**src/rtl/regfile_write_arbiter_pkg.sv**
```systemverilog
// rtl/regfile_write_arbiter_pkg.sv - shared constants and types for the register-bank write arbiter
// Purpose: bank geometry defaults, controller state encoding and requester ids.
// Ports: none (package).
package regfile_pkg;

  localparam int DATA_W   = 64;
  localparam int ADDR_W   = 5;
  localparam int NUM_REGS = 32;

  typedef enum logic {ST_INIT, ST_RUN} state_t;

  typedef enum logic {REQ_A, REQ_B} req_id_t;

endpackage

```
**src/rtl/regfile_write_arbiter_if.sv**
```systemverilog
// rtl/regfile_write_arbiter_if.sv - valid/ready write-request channel into the bank write arbiter
// Purpose: one requester's write channel.
// Ports (signals):
//   valid - requester has a write pending
//   ready - arbiter accepts the write this cycle
//   addr  - destination register
//   data  - write data
// Modports: master (requester side), slave (arbiter side).
interface regfile_write_arbiter_if import regfile_pkg::*; #(
  parameter int DATA_W = regfile_pkg::DATA_W,
  parameter int ADDR_W = regfile_pkg::ADDR_W
);

  logic              valid;
  logic              ready;
  logic [ADDR_W-1:0] addr;
  logic [DATA_W-1:0] data;

  modport master (output valid, output addr, output data, input ready);
  modport slave  (input valid, input addr, input data, output ready);

endinterface

```
**src/rtl/regfile_write_arbiter_rr_arbiter2.sv**
```systemverilog
// rtl/regfile_write_arbiter_rr_arbiter2.sv - two-way round-robin arbiter with a single priority flop
// Purpose: offers the write port to requester A or B; priority moves to the loser after each grant.
// Ports:
//   clk, rst_n     - clock, synchronous active-low reset
//   req_a, req_b   - request lines
//   en             - arbitration enabled (controller in run state)
//   accept         - a grant was taken this cycle
//   gnt_a, gnt_b   - grant offered to A / B (independent of the requester's own valid)
module rr_arbiter2 import regfile_pkg::*; (
  input  logic clk,
  input  logic rst_n,
  input  logic req_a,
  input  logic req_b,
  input  logic en,
  input  logic accept,
  output logic gnt_a,
  output logic gnt_b
);

  req_id_t pri;

  // A grant is offered when the other side is idle or we hold priority, so
  // a requester can see ready before raising valid.
  assign gnt_a = en & (~req_b | (pri == REQ_A));
  assign gnt_b = en & (~req_a | (pri == REQ_B));

  always_ff @(posedge clk) begin
    if (!rst_n) begin
      pri <= REQ_A;
    end else if (accept) begin
      pri <= (gnt_a & req_a) ? REQ_B : REQ_A;
    end
  end

endmodule

```
**src/rtl/regfile_write_arbiter.sv**
```systemverilog
// rtl/regfile_write_arbiter.sv - owner of the register bank write port: init sweep then A/B arbitration
// Purpose: after reset writes INIT_VALUE into registers 0..NUM_REGS-1, one per cycle, then
//   shares the write port between requesters A and B with round-robin arbitration.
// Optional feature: REGFILE_ARB_BYPASS_EN forwards the in-flight write onto read data.
// Ports:
//   clk, rst_n              - clock, synchronous active-low reset
//   a, b                    - requester write channels (slave modport)
//   rf_write                - bank write enable (registered)
//   rf_address3             - bank write address (registered)
//   rf_input_data           - bank write data (registered)
//   busy                    - init sweep in progress
//   rd_addr1, rd_addr2      - read addresses (also go to the bank)
//   rf_data1, rf_data2      - raw bank read data
//   rd_data1, rd_data2      - read data to the datapath
module regfile_write_arbiter import regfile_pkg::*; #(
  parameter int                   DATA_W     = regfile_pkg::DATA_W,
  parameter int                   ADDR_W     = regfile_pkg::ADDR_W,
  parameter int                   NUM_REGS   = regfile_pkg::NUM_REGS,
  parameter logic [DATA_W-1:0]    INIT_VALUE = '0
) (
  input  logic                    clk,
  input  logic                    rst_n,
  regfile_write_arbiter_if.slave  a,
  regfile_write_arbiter_if.slave  b,
  output logic                    rf_write,
  output logic [ADDR_W-1:0]       rf_address3,
  output logic [DATA_W-1:0]       rf_input_data,
  output logic                    busy,
  input  logic [ADDR_W-1:0]       rd_addr1,
  input  logic [ADDR_W-1:0]       rd_addr2,
  input  logic [DATA_W-1:0]       rf_data1,
  input  logic [DATA_W-1:0]       rf_data2,
  output logic [DATA_W-1:0]       rd_data1,
  output logic [DATA_W-1:0]       rd_data2
);

  localparam logic [ADDR_W-1:0] LAST = ADDR_W'(NUM_REGS - 1);

  state_t            state;
  logic [ADDR_W-1:0] cnt;
  logic              gnt_a;
  logic              gnt_b;
  logic              take_a;
  logic              take_b;
  logic              accept;

  rr_arbiter2 u_arb (
    .clk    (clk),
    .rst_n  (rst_n),
    .req_a  (a.valid),
    .req_b  (b.valid),
    .en     (state == ST_RUN),
    .accept (accept),
    .gnt_a  (gnt_a),
    .gnt_b  (gnt_b)
  );

  assign a.ready = gnt_a;
  assign b.ready = gnt_b;
  assign take_a  = a.valid & gnt_a;
  assign take_b  = b.valid & gnt_b;
  assign accept  = take_a | take_b;
  assign busy    = (state == ST_INIT);

  always_ff @(posedge clk) begin
    if (!rst_n) begin
      state         <= ST_INIT;
      cnt           <= '0;
      rf_write      <= 1'b0;
      rf_address3   <= '0;
      rf_input_data <= '0;
    end else begin
      case (state)
        ST_INIT: begin
          rf_write      <= 1'b1;
          rf_address3   <= cnt;
          rf_input_data <= INIT_VALUE;
          // The edge that issues the last register also enters run.
          if (cnt == LAST) begin
            state <= ST_RUN;
          end else begin
            cnt <= cnt + 1'b1;
          end
        end
        ST_RUN: begin
          rf_write <= accept;
          // Address/data hold when idle so the bank sees stable inputs.
          if (accept) begin
            rf_address3   <= take_a ? a.addr : b.addr;
            rf_input_data <= take_a ? a.data : b.data;
          end
        end
        default: state <= ST_INIT;
      endcase
    end
  end

`ifdef REGFILE_ARB_BYPASS_EN
  // The bank commits on the next edge; forward the pending write so a
  // same-cycle read sees the new value.
  assign rd_data1 = (rf_write && (rd_addr1 == rf_address3)) ? rf_input_data : rf_data1;
  assign rd_data2 = (rf_write && (rd_addr2 == rf_address3)) ? rf_input_data : rf_data2;
`else
  assign rd_data1 = rf_data1;
  assign rd_data2 = rf_data2;
  wire unused_rd_addr = &{1'b0, rd_addr1, rd_addr2};
`endif

endmodule

```
**src/flat_wrapper.sv**
```systemverilog
// flat-port wrapper written by rule: the top's interface ports become plain ports
module regfile_write_arbiter_flat import regfile_pkg::*;
#(
  parameter int                   DATA_W     = regfile_pkg::DATA_W,
  parameter int                   ADDR_W     = regfile_pkg::ADDR_W,
  parameter int                   NUM_REGS   = regfile_pkg::NUM_REGS,
  parameter logic [DATA_W-1:0]    INIT_VALUE = '0
)
  (clk, rst_n, rf_write, rf_address3, rf_input_data, busy, rd_addr1, rd_addr2, rf_data1, rf_data2, rd_data1, rd_data2, a_valid, a_addr, a_data, a_ready, b_valid, b_addr, b_data, b_ready);
  regfile_write_arbiter_if #(.DATA_W(DATA_W), .ADDR_W(ADDR_W)) a_i ();
  regfile_write_arbiter_if #(.DATA_W(DATA_W), .ADDR_W(ADDR_W)) b_i ();
  input  logic clk;
  input  logic rst_n;
  output logic rf_write;
  output logic [ADDR_W-1:0] rf_address3;
  output logic [DATA_W-1:0] rf_input_data;
  output logic busy;
  input  logic [ADDR_W-1:0] rd_addr1;
  input  logic [ADDR_W-1:0] rd_addr2;
  input  logic [DATA_W-1:0] rf_data1;
  input  logic [DATA_W-1:0] rf_data2;
  output logic [DATA_W-1:0] rd_data1;
  output logic [DATA_W-1:0] rd_data2;
  input wire logic [$bits(a_i.valid)-1:0] a_valid;
  input wire logic [$bits(a_i.addr)-1:0] a_addr;
  input wire logic [$bits(a_i.data)-1:0] a_data;
  output wire logic [$bits(a_i.ready)-1:0] a_ready;
  input wire logic [$bits(b_i.valid)-1:0] b_valid;
  input wire logic [$bits(b_i.addr)-1:0] b_addr;
  input wire logic [$bits(b_i.data)-1:0] b_data;
  output wire logic [$bits(b_i.ready)-1:0] b_ready;
  assign a_i.valid = a_valid;
  assign a_i.addr = a_addr;
  assign a_i.data = a_data;
  assign a_ready = a_i.ready;
  assign b_i.valid = b_valid;
  assign b_i.addr = b_addr;
  assign b_i.data = b_data;
  assign b_ready = b_i.ready;
  regfile_write_arbiter #(.DATA_W(DATA_W), .ADDR_W(ADDR_W), .NUM_REGS(NUM_REGS), .INIT_VALUE(INIT_VALUE)) u_core (.clk(clk), .rst_n(rst_n), .a(a_i), .b(b_i), .rf_write(rf_write), .rf_address3(rf_address3), .rf_input_data(rf_input_data), .busy(busy), .rd_addr1(rd_addr1), .rd_addr2(rd_addr2), .rf_data1(rf_data1), .rf_data2(rf_data2), .rd_data1(rd_data1), .rd_data2(rd_data2));
endmodule
```
**config.mk**
```make
export PLATFORM = sky130hd
export DESIGN_NAME = regfile_write_arbiter_flat
export DESIGN_NICKNAME = d
export VERILOG_FILES = /design/src/rtl/regfile_write_arbiter_pkg.sv /design/src/rtl/regfile_write_arbiter_if.sv /design/src/rtl/regfile_write_arbiter_rr_arbiter2.sv /design/src/rtl/regfile_write_arbiter.sv /design/src/flat_wrapper.sv
export SDC_FILE = /design/constraint.sdc
export NUM_CORES = 1
export LEC_CHECK = 0
export BUFFER_PORTS_ARGS = -buffer_cell sky130_fd_sc_hd__buf_4
export CORE_AREA = 2 2 189 191
export DETAILED_ROUTE_END_ITERATION = 10
export DIE_AREA = 0 0 191 193
export PLACE_DENSITY = 0.45
export SLEW_MARGIN = 20
export SYNTH_ARGS = -nofsm -noshare
export SYNTH_HDL_FRONTEND = slang
export SYNTH_SLANG_ARGS = --single-unit
```
**constraint.sdc**
```tcl
create_clock -name clk -period 3.1 [get_ports clk]
set_input_delay 0.62 -clock clk [delete_from_list [all_inputs] [get_ports clk]]
set_output_delay 0.62 -clock clk [all_outputs]
set_load 0.02 [all_outputs]
```
# --- Word-level counts from Yosys, hierarchy flattened ---
# Index checks and enable logic that the tools add are counted.
op_classes:
  eq_ne: 2
  reduce_logical: 1
  bitwise: 12
  mux: 10
  add_sub_neg: 1
op_table:
  columns: ["cell", "n"]
  rows:
  - ["two-way mux 64 bit", 2]
  - ["one-hot mux 64 bit (2 select lines)", 1]
  - ["two-way mux 5 bit", 2]
  - ["one-hot mux 5 bit (2 select lines)", 1]
  - ["adder 5 x 1 -> 5 bit (second input constant)", 1]
  - ["== test 5 bit (second input constant)", 1]
  - ["inverter 1 bit", 5]
  - ["bitwise AND 1 bit", 4]
  - ["two-way mux 1 bit", 3]
  - ["OR 1 bit", 3]
  - ["!= test 2 bit (second input constant)", 1]
  - ["one-hot mux 1 bit (2 select lines)", 1]
  - ["AND reduction 2 bit", 1]
totals:
  inputBits: 280
  output_inout_bits: 201
  elab_cells: 32
  ff_bits: 77

# --- Logic depth before layout (Yosys ltp) ---
depth:
  depth_word: 7
  depth_mapped: 7
  ltp_nobuf: 7

# --- Hierarchy ---
# A second synthesis with hierarchy kept.
hier_totals:
  cells_unflattened: 412
  area_unflattened_um2: 4194.0
by_module_without_submodules:
  columns: ["mod", "n_inst", "cells_each", "area_per_inst_um2", "seq_area_each_um2"]
  rows:
  - ["regfile_write_arbiter", 1, 406, 4132.7, 1521.5]
  - ["rr_arbiter2", 1, 6, 61.3, 20.0]

# --- Worst setup path before layout ---
# OpenSTA, ideal clock, no wires.
synth_path:
  path_kind: "flip-flop to output port"
  from: "reg u_core.state"
  to: "out a_ready"
  t_required_ns: 2.480
  setup_slack_ns: 1.252
  path_buffers: 1
  stages_incl_launch_ff: 4
  t_arrival_ns: 1.228
  path_cell_list: "dfxtp_1 clkbuf_1 inv_1 a21oi_1"
synth_via:
  elab_chain_len: 1
synth_lines:
  columns: ["element", "line_no", "text"]
  rows:
  - ["start, declared", "regfile_write_arbiter.sv:39", "state_t state;"]
  - ["start signal, assigned", "regfile_write_arbiter.sv:67", "state <= ST_INIT;"]
  - ["start signal, assigned", "regfile_write_arbiter.sv:80", "state <= ST_RUN;"]
  - ["start signal, assigned", "regfile_write_arbiter.sv:93", "default: state <= ST_INIT;"]
  - ["bitwise AND 1 bit", "regfile_write_arbiter_rr_arbiter2.sv:24", "assign gnt_a = en & (~req_b | (pri == REQ_A));"]
  - ["end, declared", "flat_wrapper.sv:27", "output wire logic [$bits(a_i.ready)-1:0] a_ready;"]
# No other way between the ends.

# --- Worst setup path after layout ---
# Ends and elaborated chain as after synthesis.

==> run summary <==
Status
* **status** finished, final reports clean

Die
* **Vert. Die Dim** 193 um
* **DIE AREA** 36900 um^2
* **Cell Rows** 69
* **number of ports placed on the die boundary** 481
* **Initial Util** 11.8%
* **placeable core region** 35000 um^2
* **width of the die** 191 um

Clocking
* **Clk Tree Root Cell** sky130_fd_sc_hd__clkbuf_16
* **number of clock buffers inserted by TritonCTS** 9
* **clock-pin slew of the registers on the worst-case setup and hold paths** 60 ps
* **post-CTS setup buffers** 0
* **number of cells upsized or downsized after cts** 0
* **clock tree sinks** 77
* **CTS tree** done
* **insertion delay of the later-clocked pin in the worst-skew pair** 350 ps
* **hold-fix buffer count after cts** 0
* **CTS Buffer Depth** 2
* **maximum level of the CTS H-tree** 3

Layout
* **area taken by multi-input logic gates** 1400 um^2
* **final net count** 839
* **fill cell total of the finished layout** 3972
* **Area Growth Syn to Fin** 32.0%
* **proportion of layout cells with a drive suffix above 1** 42.6%
* **number of inserted diodes** 0
* **FF+latch area** 1540 um^2

Pwr
* **Internal Power** 1710 uW
* **switching component of the power** 539 uW
* **proportion of power drawn by combinational gates** 11.5%
* **share of power burned in registers** 44.5%
* **clock network power share** 44.0%
* **static leakage** 0.00229 uW
* **peak supply drop** 253 uV
* **power density over the cells** 412 nW/um^2
* **switching fraction of total power** 23.9%

Route
* **post-route DRC violation count** 0
* **uppermost routed layer** met4
* **WL/cell** 13.3 um
* **remaining number of nets flagged by the antenna check after routing** 0
* **routed length on met1** 5.35 mm
* **first-pass detailed-route iteration total** 4
* **Vias per Instance** 3.38
* **routed wire length** 13.6 mm
* **routed wl met2** 6.15 mm
* **met3 wire length** 1.37 mm
* **initial DRC count** 99
* **vias after detailed routing** 3457

Global route
* **via count of the first global-routing pass** 3384
* **first-pass GRT wire length** 19.6 mm
* **maximum number of pins on one net before global-route repair** 45
* **overall overflow remaining after global route** 0
* **Tot GR Track Use** 7.30%
* **number of antenna violations at the first check in global routing** 0

Timing
* **clock skew after layout** 5.03 ps
* **final worst hold slack** 446 ps
* **Final Hold Violating Endpoints** 0
* **aggregate negative setup slack** 0 ps
* **shortest period the worst path allows** 2240 ps
* **total count of max-transition violations in the final report** 0
* **setup repair after global routing missed its margin** false
* **worst slew slack as a fraction of its limit** 65.7%
* **Peak Freq** 0.447 GHz
* **part of the cycle the worst path needs** 72.2%
* **Finish-stage setup viols** 0
* **measured slew at the worst slew-check pin** 514 ps

Worst setup path
* **minimum setup slack among reg-to-reg paths** 1290 ps
* **maximum net fanout on the critical path** 16
* **crit-path max cell delay** 640 ps
* **FF-to-FF Start** u_core.u_arb.pri
* **kind of critical path** reg2out
* **endpoint type of the worst setup path** output port
* **type of origin of the critical path** flip-flop
* **Required @ worst endpoint** 2480 ps
* **cells along the critical path** inv_1 > a21oi_1 > buf_4
* **slowest CP cell** sky130_fd_sc_hd__dfxtp_1
* **worst reg2reg endpoint** u_core.rf_input_data[22]
* **R2R cell count** 5
* **data arrival time of the critical path** 1620 ps

Placement
* **# port buffers** 214
* **placed wire-length estimate** 10.3 mm
* **routability congestion estimate** 0.662

Logic synthesis
* **Post-Synthesis Mean Instance Area** 8.57 um^2
* **dominant cells by area after synthesis** sky130_fd_sc_hd__dfxtp_1 (37%), sky130_fd_sc_hd__buf_4 (23%), sky130_fd_sc_hd__a22oi_1 (12%)
* **Post-synth ARST share** 0%
* **proportion of netlist area held by the largest area contributor** 37.3%
* **Top FF cell, synth** sky130_fd_sc_hd__dfxtp_1
* **leading area contributor after synthesis** sky130_fd_sc_hd__dfxtp_1
* **most numerous cell in the Yosys netlist** sky130_fd_sc_hd__buf_4
* **Seq cells post-synth** 77
* **number of different library cells in the post-synthesis netlist** 28
* **Post-Syn Area** 4140 um^2
* **most used standard cells in the synthesized netlist** sky130_fd_sc_hd__buf_4 (129), sky130_fd_sc_hd__dfxtp_1 (77), sky130_fd_sc_hd__nand2_1 (68), sky130_fd_sc_hd__a22oi_1 (64), sky130_fd_sc_hd__o21ai_1 (60)
* **fraction of the yosys area taken by sequential cells** 37.3%
* **number of instances in the synthesized netlist** 483
* **Mapped Nets** 765
* **number of enable flip-flop cells after synthesis** 0
* **Yosys warnings** 0

Worst hold path
* **Hold Path Sink** u_core.rf_input_data[21]
* **Hold Startpoint** u_core.rf_input_data[21]
* **class of the tightest hold or removal check** reg2reg
* **Hold Path Stages** 2

Job
* **number of max-cap violations** 0

==> critical path: cells and delay by family, from the launching register on <==
kind                   cells  cell delay, ps
buffers and inverters      2             440
DFF                        1             640
AOI/OAI and AO/OA          1             190
==> stage by stage <==
| step | power, uW | instances | utilization, % | cell area [um^2] | worst slack, ps |
|---|---|---|---|---|---|
| after global routing | 2380 | 1022 | 15.6 | 5460 | 722 |
| final | 2250 | 1022 | 15.6 | 5460 | 862 |
| after floorplan | 1360 | 483 | - | 4140 | 1250 |
| after detailed placement | 1290 | 1007 | 14.9 | 5200 | 869 |
| after global placement | 1290 | 1007 | 14.9 | 5200 | 887 |
| after CTS | 2330 | 1022 | 15.6 | 5460 | 790 |
==> flip-flops by register name, indices dropped and copies added, names as in the netlist <==
signal                flops
u_core.state              1
u_core.u_arb.pri          1
u_core.rf_input_data     64
u_core.rf_address3        5
u_core.cnt                5
u_core.rf_write           1
==> power by group through the flow <==
stage	combinational (uW)	clock (uW)	sequential [uW]
final	259	990	1000
after CTS	266	1070	1000
after global routing	287	1090	1000
after floorplan	336	0	1030
after global placement	262	0	1020
after detailed placement	266	0	1020
==> cells in the final DEF (no fill, tap or decap) <==
cell and instances:
sky130_fd_sc_hd__dfxtp_1 77, sky130_fd_sc_hd__clkinv_2 2, sky130_fd_sc_hd__buf_4 220, sky130_fd_sc_hd__a22oi_1 64, sky130_fd_sc_hd__xnor2_1 1, sky130_fd_sc_hd__or2_2 1
sky130_fd_sc_hd__a21boi_4 1, sky130_fd_sc_hd__nand2_2 1, sky130_fd_sc_hd__a21oi_1 10, sky130_fd_sc_hd__nand4_1 1, sky130_fd_sc_hd__clkbuf_16 9, sky130_fd_sc_hd__ha_1 2
sky130_fd_sc_hd__and2_2 1, sky130_fd_sc_hd__buf_12 1, sky130_fd_sc_hd__o221a_2 1, sky130_fd_sc_hd__inv_1 3, sky130_fd_sc_hd__xor2_1 2, sky130_fd_sc_hd__a311oi_1 1
sky130_fd_sc_hd__mux2i_1 5, sky130_fd_sc_hd__clkbuf_1 3, sky130_fd_sc_hd__o22ai_1 4, sky130_fd_sc_hd__o21ai_0 7, sky130_fd_sc_hd__and3_1 5, sky130_fd_sc_hd__nor2_1 6
sky130_fd_sc_hd__nand2_1 68, sky130_fd_sc_hd__clkbuf_8 1, sky130_fd_sc_hd__o21ai_1 60, sky130_fd_sc_hd__nand2b_1 1, sky130_fd_sc_hd__nor3_4 1, sky130_fd_sc_hd__nand3_1 1
sky130_fd_sc_hd__and2_1 1
==> kinds of logic (layout without fill, tap and decap cells) <==
kind of cell	count (synthesis)	in the layout	share of synthesized area (%)
fa+ha+maj	2	2	0.605
flops	77	77	37.3
compound gates	148	148	22.3
simple gates	87	87	8.89
mux	5	5	1.21
xor+xnor	3	3	0.635
buf+inv	161	239	29.1
==> routing by layer <==
metal | global-route usage, % | vias to the layer above
met2 | 11.1 | 178
met1 | 7.71 | 1530
li1 | - | 1682
met3 | 3.57 | 67
met4 | 5.84 | 0
met5 | 0 | -
==> how the worst max path moves through the flow <==
stage / start / end / cells past startpoint / slack [ps]
6_report: u_core.state / a_ready / 3 / 860
5_1_grt: u_core.state / a_ready / 3 / 720
4_1_cts: u_core.state / a_ready / 3 / 790
3_5_place_dp: a_valid / u_core.rf_input_data[22] / 5 / 870
3_3_place_gp: a_valid / u_core.rf_input_data[22] / 5 / 890
2_1_floorplan: u_core.state / a_ready / 3 / 1250
==> final cells by class <==
cell class	instances	area share (%)
clock buffer	13	4.58
clock inverter	2	0.183
inverter	3	0.206
multi-input combinational	245	25.6
sequential	77	28.2
tap	461	10.6
timing repair buffer	221	30.6
Power figures use the tool's default switching activity.
